File: src/rtl/rv32i_fetch_pkg.sv
// Shared types and constants for the RV32I instruction-fetch stage.
package rv32i_fetch_pkg;

    localparam logic [31:0] RV32I_NOP = 32'h0000_0013;

    typedef enum logic [1:0] {
        IDLE,
        REQ,
        RESP,
        DROP
    } fetch_state_t;

    typedef struct packed {
        logic [31:0] pc;
        logic [31:0] instr;
    } fetch_entry_t;

endpackage

File: src/rtl/fetch_buf.sv
// Synchronous FIFO of fetched {pc, instr} entries with a flush input.
module fetch_buf
    import rv32i_fetch_pkg::*;
#(
    parameter int unsigned DEPTH = 2
) (
    input  logic                         clk,
    input  logic                         rst,
    input  logic                         push,
    input  fetch_entry_t                 push_entry,
    input  logic                         pop,
    input  logic                         clear,
    output fetch_entry_t                 head,
    output logic [$clog2(DEPTH+1)-1:0]   count,
    output logic                         empty
);

    localparam int unsigned PW = (DEPTH > 1) ? $clog2(DEPTH) : 1;
    localparam int unsigned CW = $clog2(DEPTH + 1);

    fetch_entry_t   mem_q [DEPTH];
    logic [PW-1:0]  wr_ptr_q, rd_ptr_q;
    logic [CW-1:0]  count_q;
    logic           full;
    logic           pop_ok;
    logic           push_ok;

    assign empty   = (count_q == '0);
    assign full    = (count_q == CW'(DEPTH));
    assign pop_ok  = pop && !empty;
    assign push_ok = push && (!full || pop_ok);
    assign head    = mem_q[rd_ptr_q];
    assign count   = count_q;

    always_ff @(posedge clk or negedge rst) begin
        if (!rst) begin
            wr_ptr_q <= '0;
            rd_ptr_q <= '0;
            count_q  <= '0;
        end else if (clear) begin
            wr_ptr_q <= '0;
            rd_ptr_q <= '0;
            count_q  <= '0;
        end else begin
            if (push_ok) wr_ptr_q <= wr_ptr_q + 1'b1;
            if (pop_ok)  rd_ptr_q <= rd_ptr_q + 1'b1;
            count_q <= count_q + CW'(push_ok) - CW'(pop_ok);
        end
    end

    // Storage needs no reset: entries are only visible through count.
    always_ff @(posedge clk) begin
        if (push_ok && !clear) mem_q[wr_ptr_q] <= push_entry;
    end

endmodule

File: src/rtl/if_fetch_unit.sv
// Instruction-fetch stage: sequential PC, req/gnt/rvalid memory port, buffered IF/ID output.
// Optional FETCH_MISALIGN_CHK_EN flags misaligned redirect targets and halts fetching.
module if_fetch_unit
    import rv32i_fetch_pkg::*;
#(
    parameter logic [31:0] RESET_PC  = 32'h0000_0000,
    parameter int unsigned BUF_DEPTH = 2
) (
    input  logic        clk,
    input  logic        rst,
    input  logic        stall,
    input  logic        redirect,
    input  logic [31:0] redirect_pc,
    output logic        imem_req,
    output logic [31:0] imem_addr,
    input  logic        imem_gnt,
    input  logic        imem_rvalid,
    input  logic [31:0] imem_rdata,
    output logic        if_valid,
    output logic [31:0] if_pc,
    output logic [31:0] if_instr,
    output logic        fetch_misaligned
);

    localparam int unsigned   CW      = $clog2(BUF_DEPTH + 1);
    localparam logic [CW-1:0] DEPTH_C = CW'(BUF_DEPTH);

    fetch_state_t   state_q, state_d;
    logic [31:0]    fetch_pc_q, fetch_pc_d;
    logic [31:0]    pc_inflight_q, pc_inflight_d;
    logic           misaligned_q, misaligned_d;

    logic           push;
    logic           pop;
    fetch_entry_t   push_entry;
    fetch_entry_t   buf_head;
    logic [CW-1:0]  buf_count;
    logic           buf_empty;
    logic [CW-1:0]  occ_after_push;
    logic           redirect_misaligned;
    fetch_state_t   restart_state;

`ifdef FETCH_MISALIGN_CHK_EN
    assign redirect_misaligned = |redirect_pc[1:0];
`else
    logic unused_redirect_lsb;
    assign redirect_misaligned = 1'b0;
    assign unused_redirect_lsb = ^redirect_pc[1:0];
`endif

    assign restart_state  = redirect_misaligned ? IDLE : REQ;
    assign pop            = if_valid && !stall;
    assign occ_after_push = buf_count + CW'(1) - CW'(pop);
    assign push_entry     = '{pc: pc_inflight_q, instr: imem_rdata};

    always_comb begin
        state_d       = state_q;
        fetch_pc_d    = fetch_pc_q;
        pc_inflight_d = pc_inflight_q;
        misaligned_d  = misaligned_q;
        push          = 1'b0;

        if (redirect) begin
            fetch_pc_d   = {redirect_pc[31:2], 2'b00};
            misaligned_d = redirect_misaligned;
            // A grant or response coinciding with redirect settles the outstanding slot now.
            unique case (state_q)
                IDLE:       state_d = restart_state;
                REQ:        state_d = imem_gnt ? DROP : restart_state;
                RESP, DROP: state_d = imem_rvalid ? restart_state : DROP;
            endcase
        end else begin
            unique case (state_q)
                IDLE: begin
                    if (!misaligned_q && buf_count < DEPTH_C) state_d = REQ;
                end
                REQ: begin
                    if (imem_gnt) begin
                        pc_inflight_d = fetch_pc_q;
                        fetch_pc_d    = fetch_pc_q + 32'd4;
                        state_d       = RESP;
                    end
                end
                RESP: begin
                    if (imem_rvalid) begin
                        push    = 1'b1;
                        state_d = (occ_after_push < DEPTH_C) ? REQ : IDLE;
                    end
                end
                DROP: begin
                    if (imem_rvalid) state_d = misaligned_q ? IDLE : REQ;
                end
            endcase
        end
    end

    always_ff @(posedge clk or negedge rst) begin
        if (!rst) begin
            state_q       <= IDLE;
            fetch_pc_q    <= RESET_PC;
            pc_inflight_q <= '0;
            misaligned_q  <= 1'b0;
        end else begin
            state_q       <= state_d;
            fetch_pc_q    <= fetch_pc_d;
            pc_inflight_q <= pc_inflight_d;
            misaligned_q  <= misaligned_d;
        end
    end

    fetch_buf #(
        .DEPTH (BUF_DEPTH)
    ) u_fetch_buf (
        .clk        (clk),
        .rst        (rst),
        .push       (push),
        .push_entry (push_entry),
        .pop        (pop),
        .clear      (redirect),
        .head       (buf_head),
        .count      (buf_count),
        .empty      (buf_empty)
    );

    assign imem_req         = (state_q == REQ);
    assign imem_addr        = fetch_pc_q;
    assign if_valid         = !buf_empty;
    assign if_pc            = buf_empty ? 32'h0 : buf_head.pc;
    assign if_instr         = buf_empty ? RV32I_NOP : buf_head.instr;
    assign fetch_misaligned = misaligned_q;

endmodule
File: config.mk
export PLATFORM = sky130hd
export DESIGN_NAME = if_fetch_unit
export DESIGN_NICKNAME = d
export VERILOG_FILES = /design/src/rtl/rv32i_fetch_pkg.sv /design/src/rtl/fetch_buf.sv /design/src/rtl/if_fetch_unit.sv
export SDC_FILE = /design/constraint.sdc
export NUM_CORES = 1
export LEC_CHECK = 0
export ABC_AREA = 1
export BUFFER_PORTS_ARGS = -buffer_cell sky130_fd_sc_hd__buf_2
export CORE_ASPECT_RATIO = 0.9
export CORE_MARGIN = 5
export CORE_UTILIZATION = 50
export DETAILED_ROUTE_END_ITERATION = 6
export HOLD_SLACK_MARGIN = 0.08
export PLACE_DENSITY_LB_ADDON = 0.2
export RECOVER_POWER = 100
export SKIP_LAST_GASP = 1
export SYNTH_ARGS = -nofsm -noshare
export SYNTH_HDL_FRONTEND = slang
export SYNTH_SLANG_ARGS = --single-unit
File: constraint.sdc
create_clock -name clk -period 3.93 [get_ports clk]
set_input_delay 0.393 -clock clk [delete_from_list [all_inputs] [get_ports clk]]
set_output_delay 0.393 -clock clk [all_outputs]
set_load 0.01 [all_outputs]
==> results.toml, run 1 <==
[run_status]
status = "finished with violations"
violations = "max-capacitance violations, max-slew violations"

[setup_path]
worstSetupPathType = "register to output pin"
crit_path_top_delay_cell = "clkbuf_2"
cp_num_buf_inv = 3
crit_family = "buffers and inverters"
reg2reg_slack_ns = 1.20
worstSetupEndpointType = "output pin"
reg2reg_depth = 8
arrival_ns = 2.67
crit_chain = "nor2_1, clkbuf_2, inv_1, nand3_1, clkbuf_1"
crit_fanout = 60
max_stage_delay_ns = 0.98
cp.depth = 5
crit_path_start_kind = "register"
crit_required_ns = 3.54

[detailed_routing]
drt-total-wl_um = 20100
wl_met2_um = 8720
top_layer = "met4"
drt_first_pass_iters = 5
routed_via_density = 5.15
wire_per_inst_um = 16.5
postRouteAntennaNets = 0
drt-met1-wl_um = 9700
dr_wl_met3_um = 1540
drc_errors = 0
drt_first_iter_violations = 459
vias = 6295

[yosys]
postSynth.asyncResetShare_pct = 34.7
yosysMostFrequentCell = "nand2_1"
ys_seq_area_share_pct = 63.8
synth_area_um2 = 8430
synth_common_cells = "nand2_1, edfxtp_1, a21oi_1, dfrtp_1, nor2_1"
yosys.area.top_type = "edfxtp_1"
ys_top_cells_by_area = "edfxtp_1, dfrtp_1, nand2_1, a21oi_1, nor2_1"
synth.area.mux_share_pct = 0
yosysUniqueCellTypes = 44
yosys.area_share.simple_pct = 22.1
synth_xor_area_share_pct = 0.624
synth_seq_cells = 190
synth_compound_area_share_pct = 7.72
synthCells = 846
avgSynthCellArea_um2 = 9.96
synth_ff_type = "edfxtp_1"
yosysWarnings = 0
synthAdderAreaFrac_pct = 0.594
synth_top_family_by_area = "simple AND/OR/NAND/NOR gates"
netlist.area_leader.share_pct = 44.2
synth_edf_count = 124

[place]
dpl.cell_count = 1189
io_buffer_count = 161
gp_congestion = 0.880
hpwlAfterDp_um = 13500
pre_cts_slack_ns = 1.50

[pwr]
finalPower_mw = 6.39
ir_drop_uv = 416
p_switching_mw = 2.38
power_frac_seq_pct = 43.7
power.internal_mw = 4.01
p_comb_share_pct = 29.3
pwr-share-clk_pct = 27.0
p_leak_nw = 4.04
swShare_pct = 37.2
powerDensity_nw_per_um2 = 653

[timing]
hold_viol = 0
worst_pin_slew_ns = 1.57
clock_skew_ns = 0.00993
rsz0062_at_grt = "false"
finalCriticalPeriod_ns = 3.07
drv_slew = 56
fin_ws_ns = 0.865
period_share_pct = 78.0
relSlewSlack_pct = -4.35
fmax_mhz = 326
setup_viol = 0
final.setup.tns_ns = 0

[floorplanning]
die_h_um = 133
fp-row-count = 45
die-area_um2 = 19600
num_io_pins = 169
die_x_um = 147
core_area_um2 = 16700
initial_core_util_pct = 50.4

[clock_tree]
clock_path_buffers = 2
clock_latency_ns = 0.43
cts_made_buffers = 17
ctsHtreeMaxLevel = 4
cts_tree = "yes"
clockRootBuffer = "clkbuf_16"
cts.sinks = 190
clk_pin_slew_ns = 0.07

[layout]
antennaDiodeCount = 0
layoutNonFillerInstCount = 1222
areaGrowthSynthToFinish_pct = 16.2
final_layout_size_suffix_gt1_share_pct = 11.2
nets = 1072

[grt]
grt-ovfl-total = 0
antenna_found_initial = 0
grt_max_degree = 65
grt_first_pass_wirelength_um = 31600
first_global_vias = 5851
grt_use_total_pct = 20.6

[min_path]
hp-class = "input port to register"
whs_path_depth = 1

[run]
drv_cap = 2
-- registers in the layout (all words and copies together), names as in the netlist --
register,flops
u_fetch_buf.count,2
u_fetch_buf.rd_ptr_q,1
imem_addr,30
u_fetch_buf.wr_ptr_q,1
state_q,2
pc_inflight_q,30
u_fetch_buf.mem_q,124
-- layer usage --
| metal | up-vias | GRT usage [%] |
|---|---|---|
| li1 | 3114 | - |
| met1 | 2960 | 31.4 |
| met2 | 211 | 30.2 |
| met3 | 10 | 4.93 |
| met4 | 0 | 4.65 |
| met5 | - | 0 |
-- cells by family (layout without fill, tap and decap cells) --
kind of cell             count (synthesis)  count (layout)
AO/OA/AOI/OAI                          121             121
buffers and inverters                   98             259
other                                    1               5
AND/OR/NAND/NOR                        426             426
adder cells (fa/ha/maj)                  4               4
flip-flops                             190             190
XOR/XNOR                                 6               6
-- worst paths after layout --
path,start,endpoint
max in group asynchronous,rst,pc_inflight_q[8]
min in group asynchronous,rst,imem_addr[28]
max,u_fetch_buf.count[1],if_instr[1]
min reg2reg,pc_inflight_q[28],u_fetch_buf.mem_q[0][60]
min,imem_rdata[2],u_fetch_buf.mem_q[1][2]
max reg2reg,state_q[1],imem_addr[20]
-- power by group through the flow --
stage / Sequential (mW) / Clock (mW) / Combinational, mW
2_1_floorplan: 2.77 / 0 / 1.26
3_3_place_gp: 2.82 / 0 / 1.98
3_5_place_dp: 2.83 / 0 / 2.01
4_1_cts: 2.80 / 1.75 / 2.02
5_1_grt: 2.83 / 1.84 / 2.11
6_report: 2.79 / 1.72 / 1.88
-- area by class of cell --
type	count	area (um^2)
clock buffer	18	429
multi-input combinational	562	2590
fill	1529	6930
sequential	190	5380
clock inverter	14	160
tap	211	264
inverter	57	214
timing repair buffer	170	758
-- cell usage in the layout, fill, tap and decap left out, types with 17 or more instances in the layout --
master / synthesis / routed
clkbuf_16: 0 / 17
inv_1: 51 / 53
dfrtp_1: 66 / 65
nand3_1: 40 / 40
nor2_1: 64 / 68
clkbuf_1: 16 / 111
a21oi_1: 67 / 67
edfxtp_1: 124 / 124
o21ai_0: 25 / 34
buf_2: 12 / 51
nand2_1: 281 / 282
-- worst register-to-register path, cell delays in order (launching register included) --
cell	delay, ns
dfrtp_1	0.38
inv_1	0.11
nand2_1	0.10
nor2_1	0.15
nor2_1	1.09
inv_2	0.40
o21ai_0	0.28
inv_1	0.06
o211ai_1	0.09
-- repair_timing --
| item | 4_1_cts | 5_1_grt |
|---|---|---|
| buffers inserted | 0 | 0 |
| hold buffers | 1 | 0 |
| resized for setup | 0 | 0 |
| endpoints found under the hold margin | 25 | 0 |
-- metrics by stage --
stage / instance area [um^2] / util, % / hold WS, ns
2_1_floorplan: 8440 / - / 0.0974
3_3_place_gp: 9420 / 56.3 / 0.449
3_5_place_dp: 9420 / 56.3 / 0.455
4_1_cts: 10000 / 59.9 / 0.134
5_1_grt: 9790 / 58.6 / 0.128
6_report: 9790 / 58.6 / 0.154
Note: power is estimated with default switching activity, not from simulation.
==> run 2: changes to the inputs <==
ABC_AREA = 0   (was 1)
clock period = 2.93 ns   (was 3.93 ns; I/O delays follow)
==> run 2 against run 1 <==
Against the previous run:
- the flow still finishes with violations (max-capacitance violations, max-slew violations)
- cell count decreased by 18%
- sequential power increased by 28%
- synthesized cell count shrank 32%
- count of clock-buffer cells in the layout stayed put
- critical path type unchanged
==> results.toml, run 2 <==
[pwr]
swShare_pct = 31.4
p_leak_nw = 3.47
powerDensity_nw_per_um2 = 778
p_switching_mw = 2.39
ir_drop_uv = 492
power.internal_mw = 5.22
p_comb_share_pct = 24.2
pwr-share-clk_pct = 28.9
finalPower_mw = 7.61
power_frac_seq_pct = 46.9

[timing]
worst_pin_slew_ns = 1.51
rsz0062_at_grt = "false"
final.setup.tns_ns = 0
clock_skew_ns = 0.0111
hold_viol = 0
finalCriticalPeriod_ns = 2.64
fmax_mhz = 379
setup_viol = 0
fin_ws_ns = 0.290
drv_slew = 62
period_share_pct = 90.1
holdWs_ns = 0.0961
relSlewSlack_pct = -0.560

[clock_tree]
clock_latency_ns = 0.42
cts.sinks = 190
cts_tree = "yes"
ctsHtreeMaxLevel = 4
clockRootBuffer = "clkbuf_16"
cts.repair.resized = 0
cts_made_buffers = 17
clk_pin_slew_ns = 0.07
post_cts_buffers = 0
clock_path_buffers = 2

[layout]
antennaDiodeCount = 0
nets = 855
largest_register_ff_count = 124
stdcell_area_um2 = 9780
final_layout_size_suffix_gt1_share_pct = 15.5
layout_commonest_cell = "edfxtp_1"
top_register = "u_fetch_buf.mem_q"
layout_common_cells = "edfxtp_1, clkbuf_1, nor2_1"
areaGrowthSynthToFinish_pct = 24.1

[setup_path]
crit_required_ns = 2.64
worstSetupEndpointType = "output pin"
reg2reg_depth = 5
worstSetupPathType = "register to output pin"
arrival_ns = 2.35
crit_path_start_kind = "register"
crit_fanout = 29

[place]
place_area_um2 = 8970
hpwlAfterDp_um = 11200
io_buffer_count = 161
gp_congestion = 0.799
pre_cts_slack_ns = 0.416

[floorplanning]
core_area_um2 = 15400
fp-row-count = 43
die_x_um = 142
die-area_um2 = 18400
num_io_pins = 169
die_h_um = 129
initial_core_util_pct = 51.0

[min_path]
whs_path_depth = 3
hp-class = "input port to register"

[yosys]
synth_edf_count = 124
yosys.area.top_type = "edfxtp_1"
postSynth.asyncResetShare_pct = 34.7
ys_seq_area_share_pct = 68.2
yosysUniqueCellTypes = 41
yosysMostFrequentCell = "edfxtp_1"
avgSynthCellArea_um2 = 13.7
netlist.area_leader.share_pct = 47.3
yosysWarnings = 0
synth_seq_cells = 190
synth_ff_type = "edfxtp_1"
ys_top_cells_by_area = "edfxtp_1, dfrtp_1, mux2i_1, mux2_2, nor2_1"
synthCells = 575
synth_common_cells = "edfxtp_1, nor2_1, dfrtp_1, mux2i_1, nand2_1"
synth_area_um2 = 7880

[grt]
grt_max_degree = 63
grt_first_pass_wirelength_um = 27000
first_global_vias = 5332
grt_use_total_pct = 18.8
antenna_found_initial = 1
grt-ovfl-total = 0

[detailed_routing]
postRouteAntennaNets = 0
drc_errors = 0
routed_via_density = 5.32
drt_first_iter_violations = 339
drt_first_pass_iters = 6
drt-total-wl_um = 17000
vias = 5300
wire_per_inst_um = 17.1

[run]
drv_cap = 1

[run_status]
status = "finished with violations"
violations = "max-capacitance violations, max-slew violations"
==> run 2: changes by cell type after synthesis, sizes merged, moves of 8 or more <==
cell   previous run  this run
a21oi            68         2
o31ai             0         9
or4               0        14
nand2           290        33
a31oi             1        11
buf              24        16
o21ai            37        20
mux2              0        30
mux2i             0        63
nand3            41        15
inv              57        11
xnor2             2        12
==> run 2: area by class of cell <==
type	instances	area, um^2
Clock inverter	14	133
Tap cell	202	253
Clock buffer	18	439
Multi-Input combinational cell	344	2340
Sequential cell	190	5380
Timing Repair Buffer	216	1190
Fill cell	1240	5670
Inverter	12	45.0
==> run 2: logic make-up after synthesis <==
family                   share of synthesized area [%]
adder cells (fa/ha/maj)                          0.635
AO/OA/AOI/OAI                                     3.97
other                                           0.0476
flip-flops                                        68.2
buffers and inverters                             2.41
XOR/XNOR                                          1.67
AND/OR/NAND/NOR                                   10.7
multiplexers                                      12.3
==> run 2: repair_timing <==
action / in CTS / in global routing
setup endpoints to repair: 0 / 0
hold buffers: 43 / 0
endpoints found under the hold margin: 117 / 0
==> run 2: stage by stage <==
step                      utilization [%]  std cells
after global routing                 63.3        996
after detailed placement             58.1        921
after CTS                            64.6        996
final                                63.3        996
after floorplan                         -        579
after global placement               58.1        921
==> run 2: critical path, stage by stage (launching register included) <==
cell,delay [ns]
dfrtp_2,0.74
clkbuf_4,0.61
mux2i_1,0.31
nor2_1,0.07
clkbuf_1,0.16
==> run 2: layer usage <==
metal / global-route usage, % / wire length, um / vias to the layer above
li1: - / - / 2526
met1: 26.0 / 7600 / 2577
met2: 30.8 / 8070 / 177
met3: 4.02 / 1120 / 18
met4: 5.25 / 193 / 2
met5: 0 / 7 / -
==> run 2: power by group through the flow <==
stage	sequential [mW]	clock [mW]	combinational [mW]
after floorplan	3.49	0	1.24
after global placement	3.60	0	1.89
after detailed placement	3.63	0	1.93
after CTS	3.57	2.24	1.98
after global routing	3.61	2.36	2.04
final	3.57	2.20	1.84
==> run 2: final timing paths <==
kind	start	end	slack, ns
setup / recovery	u_fetch_buf.rd_ptr_q	if_instr[15]	0.29
hold reg to reg	pc_inflight_q[5]	u_fetch_buf.mem_q[1][37]	0.47
min in group asynchronous	rst	imem_addr[7]	0.62
hold / removal	redirect_pc[7]	imem_addr[7]	0.1
setup reg to reg	imem_addr[2]	imem_addr[26]	0.36
max in group asynchronous	rst	imem_addr[30]	1.04
